File: config.mk
export PLATFORM = sky130hd
export DESIGN_NAME = laser_search
export DESIGN_NICKNAME = d
export VERILOG_FILES = /design/src/rtl/laser_pkg.sv /design/src/rtl/laser_incircle.sv /design/src/rtl/laser_search.sv
export SDC_FILE = /design/constraint.sdc
export NUM_CORES = 1
export LEC_CHECK = 0
export ABC_AREA = 1
export ABC_CLOCK_PERIOD_IN_PS = 11400
export CORE_MARGIN = 10
export CORE_UTILIZATION = 35
export CTS_CLUSTER_DIAMETER = 150
export CTS_CLUSTER_SIZE = 8
export DETAILED_ROUTE_END_ITERATION = 8
export PLACE_DENSITY = 0.55
export SYNTH_ARGS = -nofsm -noshare
export SYNTH_HDL_FRONTEND = slang
export SYNTH_HIERARCHICAL = 1
export SYNTH_SLANG_ARGS = --single-unit
export TNS_END_PERCENT = 1
File: constraint.sdc
create_clock -name CLK -period 11.4 [get_ports CLK]
set_input_delay 1.14 -clock CLK [delete_from_list [all_inputs] [get_ports CLK]]
set_output_delay 1.14 -clock CLK [all_outputs]
set_load 0.02 [all_outputs]
File: src/rtl/laser_pkg.sv
// Shared definitions for the two-circle laser coverage search: FSM states and
// default geometry/frame parameters.
package laser_pkg;
  localparam int CW_DEF         = 4;
  localparam int NPTS_DEF       = 40;
  localparam int R2_DEF         = 16;
  localparam int MAX_ROUNDS_DEF = 4;

  typedef enum logic [2:0] {
    IDLE   = 3'd0,
    LOAD   = 3'd1,
    SCAN1  = 3'd2,
    SCAN2  = 3'd3,
    CHECK  = 3'd4,
    FINISH = 3'd5
  } state_t;
endpackage

File: src/rtl/laser_incircle.sv
// Combinational point-in-circle test: covered when dx^2 + dy^2 <= R2.
module laser_incircle
  import laser_pkg::*;
#(
  parameter int CW = CW_DEF,
  parameter int R2 = R2_DEF
) (
  input  logic [CW-1:0] px,
  input  logic [CW-1:0] py,
  input  logic [CW-1:0] cx,
  input  logic [CW-1:0] cy,
  output logic          hit
);
  localparam int SW = 2*CW + 3;

  logic signed [CW:0]   dx, dy;
  logic signed [SW-1:0] dxe, dye, d2;

  assign dx  = $signed({1'b0, px}) - $signed({1'b0, cx});
  assign dy  = $signed({1'b0, py}) - $signed({1'b0, cy});
  assign dxe = SW'(dx);
  assign dye = SW'(dy);
  assign d2  = dxe*dxe + dye*dye;
  assign hit = (int'(d2) <= R2);
endmodule

File: src/rtl/laser_search.sv
// Two-circle coverage search: loads a frame of points, then alternately
// refines each circle by exhaustive raster scan until the union stops growing.
module laser_search
  import laser_pkg::*;
#(
  parameter int CW         = CW_DEF,
  parameter int NPTS       = NPTS_DEF,
  parameter int R2         = R2_DEF,
  parameter int MAX_ROUNDS = MAX_ROUNDS_DEF
) (
  input  logic                       CLK,
  input  logic                       RST,
  input  logic                       IN_VALID,
  input  logic [CW-1:0]              X,
  input  logic [CW-1:0]              Y,
  output logic [CW-1:0]              C1X,
  output logic [CW-1:0]              C1Y,
  output logic [CW-1:0]              C2X,
  output logic [CW-1:0]              C2Y,
  output logic [$clog2(NPTS+1)-1:0]  COVER,
  output logic                       DONE
);
  localparam int SC = $clog2(NPTS+1);
  localparam int PW = (NPTS > 1) ? $clog2(NPTS) : 1;
  localparam int RW = $clog2(MAX_ROUNDS+1);
  localparam logic [CW-1:0] CMAX  = '1;
  localparam logic [PW-1:0] PLAST = PW'(NPTS-1);

  state_t          state;
  logic [2*CW-1:0] mem [NPTS];
  logic [PW-1:0]   pidx;
  logic [CW-1:0]   px, py, cx, cy, fx, fy;
  logic [CW-1:0]   bx, by, nbx, nby;
  logic [CW-1:0]   w1x, w1y, w2x, w2y;
  logic [SC-1:0]   acc, best, sc2, base, score, nb;
  logic [RW-1:0]   rnd;
  logic            hit_c, hit_f, better, last_pt, last_cand, load_en;

  assign {px, py} = mem[pidx];
  // The circle not being scanned stays fixed: C2 during SCAN1, C1 during SCAN2.
  assign fx = (state == SCAN2) ? w1x : w2x;
  assign fy = (state == SCAN2) ? w1y : w2y;

  laser_incircle #(.CW(CW), .R2(R2)) u_cand (
    .px(px), .py(py), .cx(cx), .cy(cy), .hit(hit_c)
  );
  laser_incircle #(.CW(CW), .R2(R2)) u_fixed (
    .px(px), .py(py), .cx(fx), .cy(fy), .hit(hit_f)
  );

  assign score     = acc + SC'(hit_c | hit_f);
  assign last_pt   = (pidx == PLAST);
  assign last_cand = (cx == CMAX) && (cy == CMAX);
  assign better    = (score > best);
  assign nb        = better ? score : best;
  assign nbx       = better ? cx : bx;
  assign nby       = better ? cy : by;
  assign load_en   = IN_VALID && ((state == IDLE) || (state == LOAD));

  always_ff @(posedge CLK)
    if (load_en && !RST) mem[pidx] <= {X, Y};

  always_ff @(posedge CLK) begin
    if (RST) begin
      state <= IDLE;
      pidx  <= '0;
      rnd   <= '0;
      acc   <= '0;
      best  <= '0;
      sc2   <= '0;
      base  <= '0;
      bx    <= '0;
      by    <= '0;
      cx    <= '0;
      cy    <= '0;
      w1x   <= '0;
      w1y   <= '0;
      w2x   <= '0;
      w2y   <= '0;
      C1X   <= '0;
      C1Y   <= '0;
      C2X   <= '0;
      C2Y   <= '0;
      COVER <= '0;
      DONE  <= 1'b0;
    end else begin
      DONE <= 1'b0;
      case (state)
        IDLE, LOAD: begin
          if (state == IDLE) begin
            w1x  <= '0;
            w1y  <= '0;
            w2x  <= CMAX;
            w2y  <= CMAX;
            base <= '0;
            rnd  <= '0;
            acc  <= '0;
            best <= '0;
            bx   <= '0;
            by   <= '0;
            cx   <= '0;
            cy   <= '0;
          end
          if (IN_VALID) begin
            if (last_pt) begin
              pidx  <= '0;
              state <= SCAN1;
            end else begin
              pidx  <= pidx + PW'(1);
              state <= LOAD;
            end
          end
        end
        SCAN1, SCAN2: begin
          if (last_pt) begin
            pidx <= '0;
            acc  <= '0;
            if (cx == CMAX) begin
              cx <= '0;
              cy <= cy + CW'(1);
            end else begin
              cx <= cx + CW'(1);
            end
            if (last_cand) begin
              // Clear the best tracker so the next scan starts from score 0.
              best <= '0;
              bx   <= '0;
              by   <= '0;
              if (state == SCAN1) begin
                w1x   <= nbx;
                w1y   <= nby;
                state <= SCAN2;
              end else begin
                w2x   <= nbx;
                w2y   <= nby;
                sc2   <= nb;
                state <= CHECK;
              end
            end else begin
              best <= nb;
              bx   <= nbx;
              by   <= nby;
            end
          end else begin
            pidx <= pidx + PW'(1);
            acc  <= score;
          end
        end
        CHECK: begin
          if ((sc2 > base) && (int'(rnd) + 1 < MAX_ROUNDS)) begin
            base  <= sc2;
            rnd   <= rnd + RW'(1);
            state <= SCAN1;
          end else begin
            C1X   <= w1x;
            C1Y   <= w1y;
            C2X   <= w2x;
            C2Y   <= w2y;
            COVER <= sc2;
            DONE  <= 1'b1;
            state <= FINISH;
          end
        end
        FINISH:  state <= IDLE;
        default: state <= IDLE;
      endcase
    end
  end
endmodule

Word level (Yosys, flattened, before mapping) --
Memory sizes are Yosys's and may differ from the RTL's. A register that Yosys moved wholly into a read port is not among the register bits. Cells that the tools add are included.
Word-level totals: register bits 91, latch bits 0, memory bits (writable) 320, bits in read-only memories 0, bits of input ports 11, memories kept 1
Memory list:
- mem | words 40, bits a word 8, rd ports 1, clocked after Yosys merged registers in 1, wr ports 1, line laser_search.sv:30 | logic [2*CW-1:0] mem [NPTS];
Cells by class: add/subtract/negate cells 12, multiply operators 4, divide/modulo/power cells 0, magnitude comparators 5, equality and inequality tests 15, shift-type cells 0, multiplexer cells 61, bitwise operators 4, reduce and logical (&&, ||, !) cells 22
Operators by type and width (number):
- 4-bit two-way mux | 26
- 4-bit case mux with 2 select lines | 8
- 6-bit two-way mux | 10
- 6-bit case mux with 2 select lines | 4
- 5-bit by 5-bit multiplier with 10-bit output | 4
- 10-bit by 10-bit adder with 11-bit output | 2
- 11-bit by 6-bit less-or-equal comparator with 1-bit output (second input constant) | 2
- 3-bit two-way mux | 7
- 4-bit by 4-bit subtractor with 5-bit output | 4
- 2-bit != test (second input constant) | 8
- 6-bit greater-than comparator | 2
- 5-bit AND reduction | 2
- 3-bit case mux with 3 select lines | 1
- 3-bit AND reduction | 3
- 4-bit by 1-bit adder with 4-bit output (second input constant) | 2
- 4-bit == test (second input constant) | 2
- 4-bit AND reduction | 2
- 6-bit by 1-bit adder with 6-bit output | 1
- 6-bit by 1-bit adder with 6-bit output (second input constant) | 1
- 3-bit by 2-bit == test with 1-bit output (second input constant) | 2
- 6-bit == test (second input constant) | 1
- 3-bit case mux with 2 select lines | 1
- 2-bit AND reduction | 3
- 2-bit OR reduction | 3
- other kinds (14) | 22

Logic depth before layout (Yosys ltp) --
Gate-level depths: netlist (run 1).
word-level depth 14, depth in mapped cells 60, mapped depth without buffers 56

By module --
The synthesis (run 1) kept the hierarchy.
Modules (own cells, without submodules):
- laser_search | times used 1, cells each 1727, area an instance 17390.4 µm², sequential area each 11551.1 µm²
- laser_incircle at u_fixed | times used 1, cells each 298, area an instance 2275.9 µm², sequential area each 0.0 µm²
- laser_incircle at u_cand | times used 1, cells each 298, area an instance 2274.7 µm², sequential area each 0.0 µm²

Worst setup path before layout (run 1) --
No wires, ideal clock.
path type register to register, start reg with a tool-made name, end reg w2x[1], library setup time 0.111 ns, data arrival time 8.393 ns, data required time 11.289 ns, setup slack 2.897 ns, stages on the path, launching flop included 53, path buffers 4, clock period less this slack 8.503 ns, cells stage by stage dfxtp_1 > buf_2 > inv_2 > buf_2 > clkbuf_1 > nand2_1 > nand3_1 > nand3_1 > nand2_1 > nand2_1 > nand3_1 > nand3_1 > nand2_1 > inv_1 > ha_1 > inv_1 > fa_1 > nand3_1 > [... 17 more ...] > nand4_1 > nand3_2 > or2_2 > ha_1 > ha_1 > xnor2_1 > inv_1 > ha_1 > nand2_1 > nor2_1 > nand3_1 > nand2_1 > buf_2 > nand2_1 > nand2_1 > nand2_1 > nand3_1 > inv_1
RTL lines:
- to (signal assigned) | line laser_search.sv:134 | w2x <= nbx;
- to (decl) | line laser_search.sv:34 | logic [CW-1:0] w1x, w1y, w2x, w2y;

==> metrics.txt, run 1 <==
status=complete, no violations; Die Y=270 um; # resized after CTS=0; synth warn=6; post-route ant nets=0; Hold Crit Class=register to register; final setup fails=0; DP Wirelength=approximately 36000 um; most common cell in the netlist=nand2_1; number of detailed-route iterations in the first pass=5; DR WL/cell=roughly 17 um; postcts setup bufs=0; P&R area growth vs syn=12.5%; Die X=about 270 um; Core Util, Final=about two fifths; total CTS buffers=58; # rows=91; delay-heaviest family, CP=adder cells; Seq/Total Area, Yosys=between 50 and 60%; Mapped Avg Cell Area=~9.4 um2; IO Port Bufs=33; CTS tree=built; Hold Violations, Final=0; max-slew violations=0; DRT Wirelength=~54000 um; routability cong.=around 0.83; total negative slack=0 ns; final instance area=~25000 um2; syn nets=between 2000 and 3000; top post-synthesis cells by area=edfxtp_1, nand2_1, dfxtp_1; CTS Sinks=between 400 and 500; Root Buffer=clkbuf_16; crit end category=register; GR Util All Layers=between 10% and 20%; WP data required=around 12 ns; Slew Limit Headroom=between 30% and 40%; CP most frequent cell=nand2_1; Post-CTS Hold Buffers=0; final net count=about 2500; layout cells sized above 1=~5.7%; DRC=0; first-pass GRT wire length=85600 um; Max Root-Sink Buffers=3; WP data arrival=around 11 ns; ys flop type=edfxtp_1; CP Launch Type=register; Post-synth top cells=nand2_1, nand3_1, edfxtp_1; DR iter-0 viols=roughly 1200; post-synth top area share=43.8%; synth unique cells=41; Buf+Inv Stages, Crit Path=11; largest net degree at the start of global routing=about 110; post-synth top area cell=edfxtp_1; Overflow after GRT=0; post-synthesis cell count=2323; mapped cell area=21900 um2; CORE AREA=between 60000 and 70000 um2; FMAX=0.0964 GHz; Die Area=73100 um2; Worst Max-Slew Pin Slew=between 1 and 1.5 ns; placed cell area=approximately 23000 um2; Clock Skew=0.0296 ns; Setup CP Type=register to register; Slowest cell on crit path=inv_6; total of max-cap violations=0; #FFs+latches synth=417; H-tree depth=2; Crit path largest cell delay=about 0.59 ns; Antenna diodes=0; Reg clk slew, reported paths=approximately 0.050 ns; number of flops mapped to enable cells by yosys=between 300 and 400; Post-synth ARST share=0%; unrepaired setup endpoints after global routing=false; clk_lat worst skew=roughly 0.59 ns; io pins=34; vias in the first global route=about 16000; crit-path max FO=roughly 110; crit share post-route=between 90% and 100%; Final min period=approximately 10 ns; vias after detailed routing=between 15000 and 20000; vias per std cell=4.93; Initial Util=35.4%; initial antenna violation count=0
-- cell families after synthesis --
logic type / share of synthesized area (%)
xor gates and xnor gates: 0.895
buffers and inverters: 6.71
and+or+nand+nor: 22.5
AOI/OAI and AO/OA: 4.39
adders and majority gates: 12.9
DFF: 52.6
-- layout make-up --
class	instances	area (um2)
clock buffers	73	1510
inverters	295	1110
repair buffers	53	473
well taps	837	1050
fillers	6115	37300
flip-flops and latches	417	11600
multi-input cells	1523	8920
clock inverters	4	63.8
-- worst paths after layout --
| kind | cells after the start | from | slack, ns | endpoint |
|---|---|---|---|---|
| min | 2 | base[4] | 0.46 | base[4] |
| min reg2reg | 2 | base[4] | 0.46 | base[4] |
| max | 47 | register | 1.03 | w2y[3] |
| max reg2reg | 47 | register | 1.03 | w2y[3] |
-- metrics by stage --
stage,setup WS [ns],hold slack (ns),instances
after floorplan,2.90,0.441,2323
after global placement,0.994,0.450,3125
after detailed placement,0.835,0.458,3125
after CTS,0.772,0.466,3202
after global routing,0.235,0.481,3202
final,1.03,0.461,3202
-- tightest hold or removal path: stages (launching register included) --
cell	delay, ns
dfxtp_1	0.30
nand2_1	0.06
a21oi_1	0.05
-- sequential cells by signal, indices dropped and copies added, names as in the netlist, 6 cells and up, named ones only --
signal,cells
base,6
best,6
mem,320
acc,6
pidx,6
sc2,6
COVER,6
-- metal layers --
layer	vias up	global-route usage, %	wire length (um)
met1	7654	18.1	23100
met4	0	4.29	1090
met2	355	25.6	27100
met3	70	1.43	2250
li1	7695	-	-
met5	-	0	0
-- cells in the final DEF, fill, tap and decap left out, drive strengths merged, types with 7 or more instances in the layout --
| cell type | count |
|---|---|
| nand4 | 14 |
| buf | 24 |
| ha | 88 |
| o21ai | 69 |
| o22ai | 8 |
| a21oi | 74 |
| edfxtp | 320 |
| nor2 | 191 |
| o211ai | 9 |
| xnor2 | 8 |
| inv | 293 |
| xor2 | 11 |
| nand2 | 600 |
| clkbuf | 73 |
| clkdlybuf4s50 | 29 |
| nor3 | 7 |
| dfxtp | 97 |
| fa | 86 |
| o221ai | 8 |
| nand3 | 331 |
Power of run 1 is left out: the tool's default activity adds up to more than one toggle a clock period on the data nets, which glitch-free logic cannot reach.
==> inputs of run 2 (changes only) <==
Settings changed: SETUP_SLACK_MARGIN from default to 0.05.
==> results of run 2 <==
The final DEF is identical to that of run 1; final timing and power are the same.
Power of run 2 is left out for the same reason.
==> inputs of run 3 (changes only) <==
Settings changed: CTS_CLUSTER_DIAMETER 150 to 60, RECOVER_POWER from default to 25.
==> run 3 against run 2 <==
The flow now finishes with violations (max-capacitance violations, max-slew violations). Global-route usage hardly changed. Critical path depth stayed put. Sequential share of layout area stayed put. Via count is 0.26% lower. Clock skew is 0.0032 ns lower. Wire length hardly changed. Core utilization stayed put. Fmax hardly changed. Final area stayed put. Worst setup slack worse by 0.0019 ns. Register-to-register slack hardly changed.
==> metrics.txt, run 3 (synthesis results as in run 1) <==
crit share post-route=91.0% (about the same); P&R area growth vs syn=12.5% (unchanged); max-slew violations=246 (+246); metal1 wirelength=23400 um (+0.94%); Reg clk slew, reported paths=0.05 ns (about the same); post-route ant nets=0 (unchanged); Crit path largest cell delay=0.57 ns (-0.02 ns); Hold Crit Class=register to register; final setup fails=0 (unchanged); Final min period=10.37 ns (+0.00190 ns); vias per std cell=4.92 (-0.23%); clk_lat worst skew=0.59 ns (about the same); Post-CTS Hold Buffers=0 (unchanged); DRT Wirelength=53600 um (about the same); Worst Max-Slew Pin Slew=2.17 ns (+1.13 ns); layout cells sized above 1=5.46% (-0.25 points); Core Util, Final=39.8% (unchanged); WP data arrival=10.84 ns (about the same); max reg flops=320 (unchanged); Overflow after GRT=0 (unchanged); crit-path max FO=108 (unchanged); Antenna diodes=0 (unchanged); first-pass GRT wire length=85300 um (-0.28%); metal3 WL=2260 um (+0.76%); Top reg by flops=mem; IO Port Bufs=33 (unchanged); CORE AREA=61900 um2 (unchanged); Max Root-Sink Buffers=3 (unchanged); most frequent cells in the layout=nand2_1, nand3_1, edfxtp_1; Hold Violations, Final=0 (unchanged); io pins=34 (unchanged); # rows=91 (unchanged); total negative slack=0 ns (unchanged); Root Buffer=clkbuf_16; DP Wirelength=35500 um (unchanged); FMAX=0.0964 GHz (about the same); DR WL/cell=16.7 um (about the same); Max Used Layer=met4; met2 WL=26900 um (-0.71%); CTS tree=built; routability cong.=0.834 (unchanged); Clock Skew=0.0265 ns (-0.00317 ns); H-tree depth=2 (unchanged); number of detailed-route iterations in the first pass=5 (unchanged); WP data required=11.87 ns (about the same); CP most frequent cell=nand2_1; largest net degree at the start of global routing=109 (unchanged); total CTS buffers=58 (unchanged); crit end category=register; CTS Sinks=417 (unchanged); final net count=2533 (unchanged); Die Y=270 um (unchanged); Hold WS=0.461 ns (-0.0000210 ns); commonest non-fill, non-tap cell in the layout=nand2_1; status=complete, but fails checks; DR iter-0 viols=1110 (-3.5%); Die Area=73100 um2 (unchanged); unrepaired setup endpoints after global routing=false; Slowest cell on crit path=inv_6; vias in the first global route=15702 (-0.24%); Slew Limit Headroom=-44.3% (-75 points); initial antenna violation count=0 (unchanged); Initial Util=35.4% (unchanged); vias after detailed routing=15733 (-0.26%); failing checks=max-capacitance violations, max-slew violations; Setup CP Type=register to register; CP Launch Type=register; DRC=0 (unchanged); total of max-cap violations=6 (+6); Die X=270 um (unchanged); GR Util All Layers=14.3% (-0.044 points)
## run 3: layout make-up
class / count / area, um2
Inverter: 295 / 1110
Multi-Input combinational cell: 1523 / 8920
Tap cell: 837 / 1050
Clock buffer: 73 / 1520
Timing Repair Buffer: 53 / 458
Fill cell: 6105 / 37300
Clock inverter: 3 / 68.8
Sequential cell: 417 / 11600
## run 3: metal layers
metal / vias up / track usage, %
li1: 7697 / -
met1: 7625 / 18.1
met2: 341 / 25.3
met3: 70 / 1.64
met4: 0 / 4.10
met5: - / 0
## run 3: per-stage QoR
step / area (um2) / setup slack (ns) / std cells
final: 24700 / 1.03 / 3201
after floorplan: 21900 / 2.90 / 2323
after global routing: 24700 / 0.235 / 3201
after CTS: 24700 / 0.789 / 3201
after global placement: 23100 / 0.994 / 3125
after detailed placement: 23100 / 0.835 / 3125
## run 3: what timing repair did
action | 4_1_cts | 5_1_grt
buffers inserted | 0 | 0
endpoints found under the setup margin | 0 | 10
resized for setup | 0 | 1
## run 3: critical path: cells and delay by family, from the launching register on
kind / cells / cell delay [ns]
xor gates and xnor gates: 2 / 0.61
buffers and inverters: 11 / 1.86
AOI/OAI and AO/OA: 3 / 0.47
and+or+nand+nor: 20 / 2.71
adders and majority gates: 11 / 4.08
DFF: 1 / 0.41
## run 3: final timing paths
path	from	to	slack, ns	cells after the start
max reg2reg	register	w2y[3]	1.03	47
max	register	w2y[3]	1.03	47
min reg2reg	base[4]	base[4]	0.46	2
min	base[4]	base[4]	0.46	2
Power of run 3 is left out for the same reason.
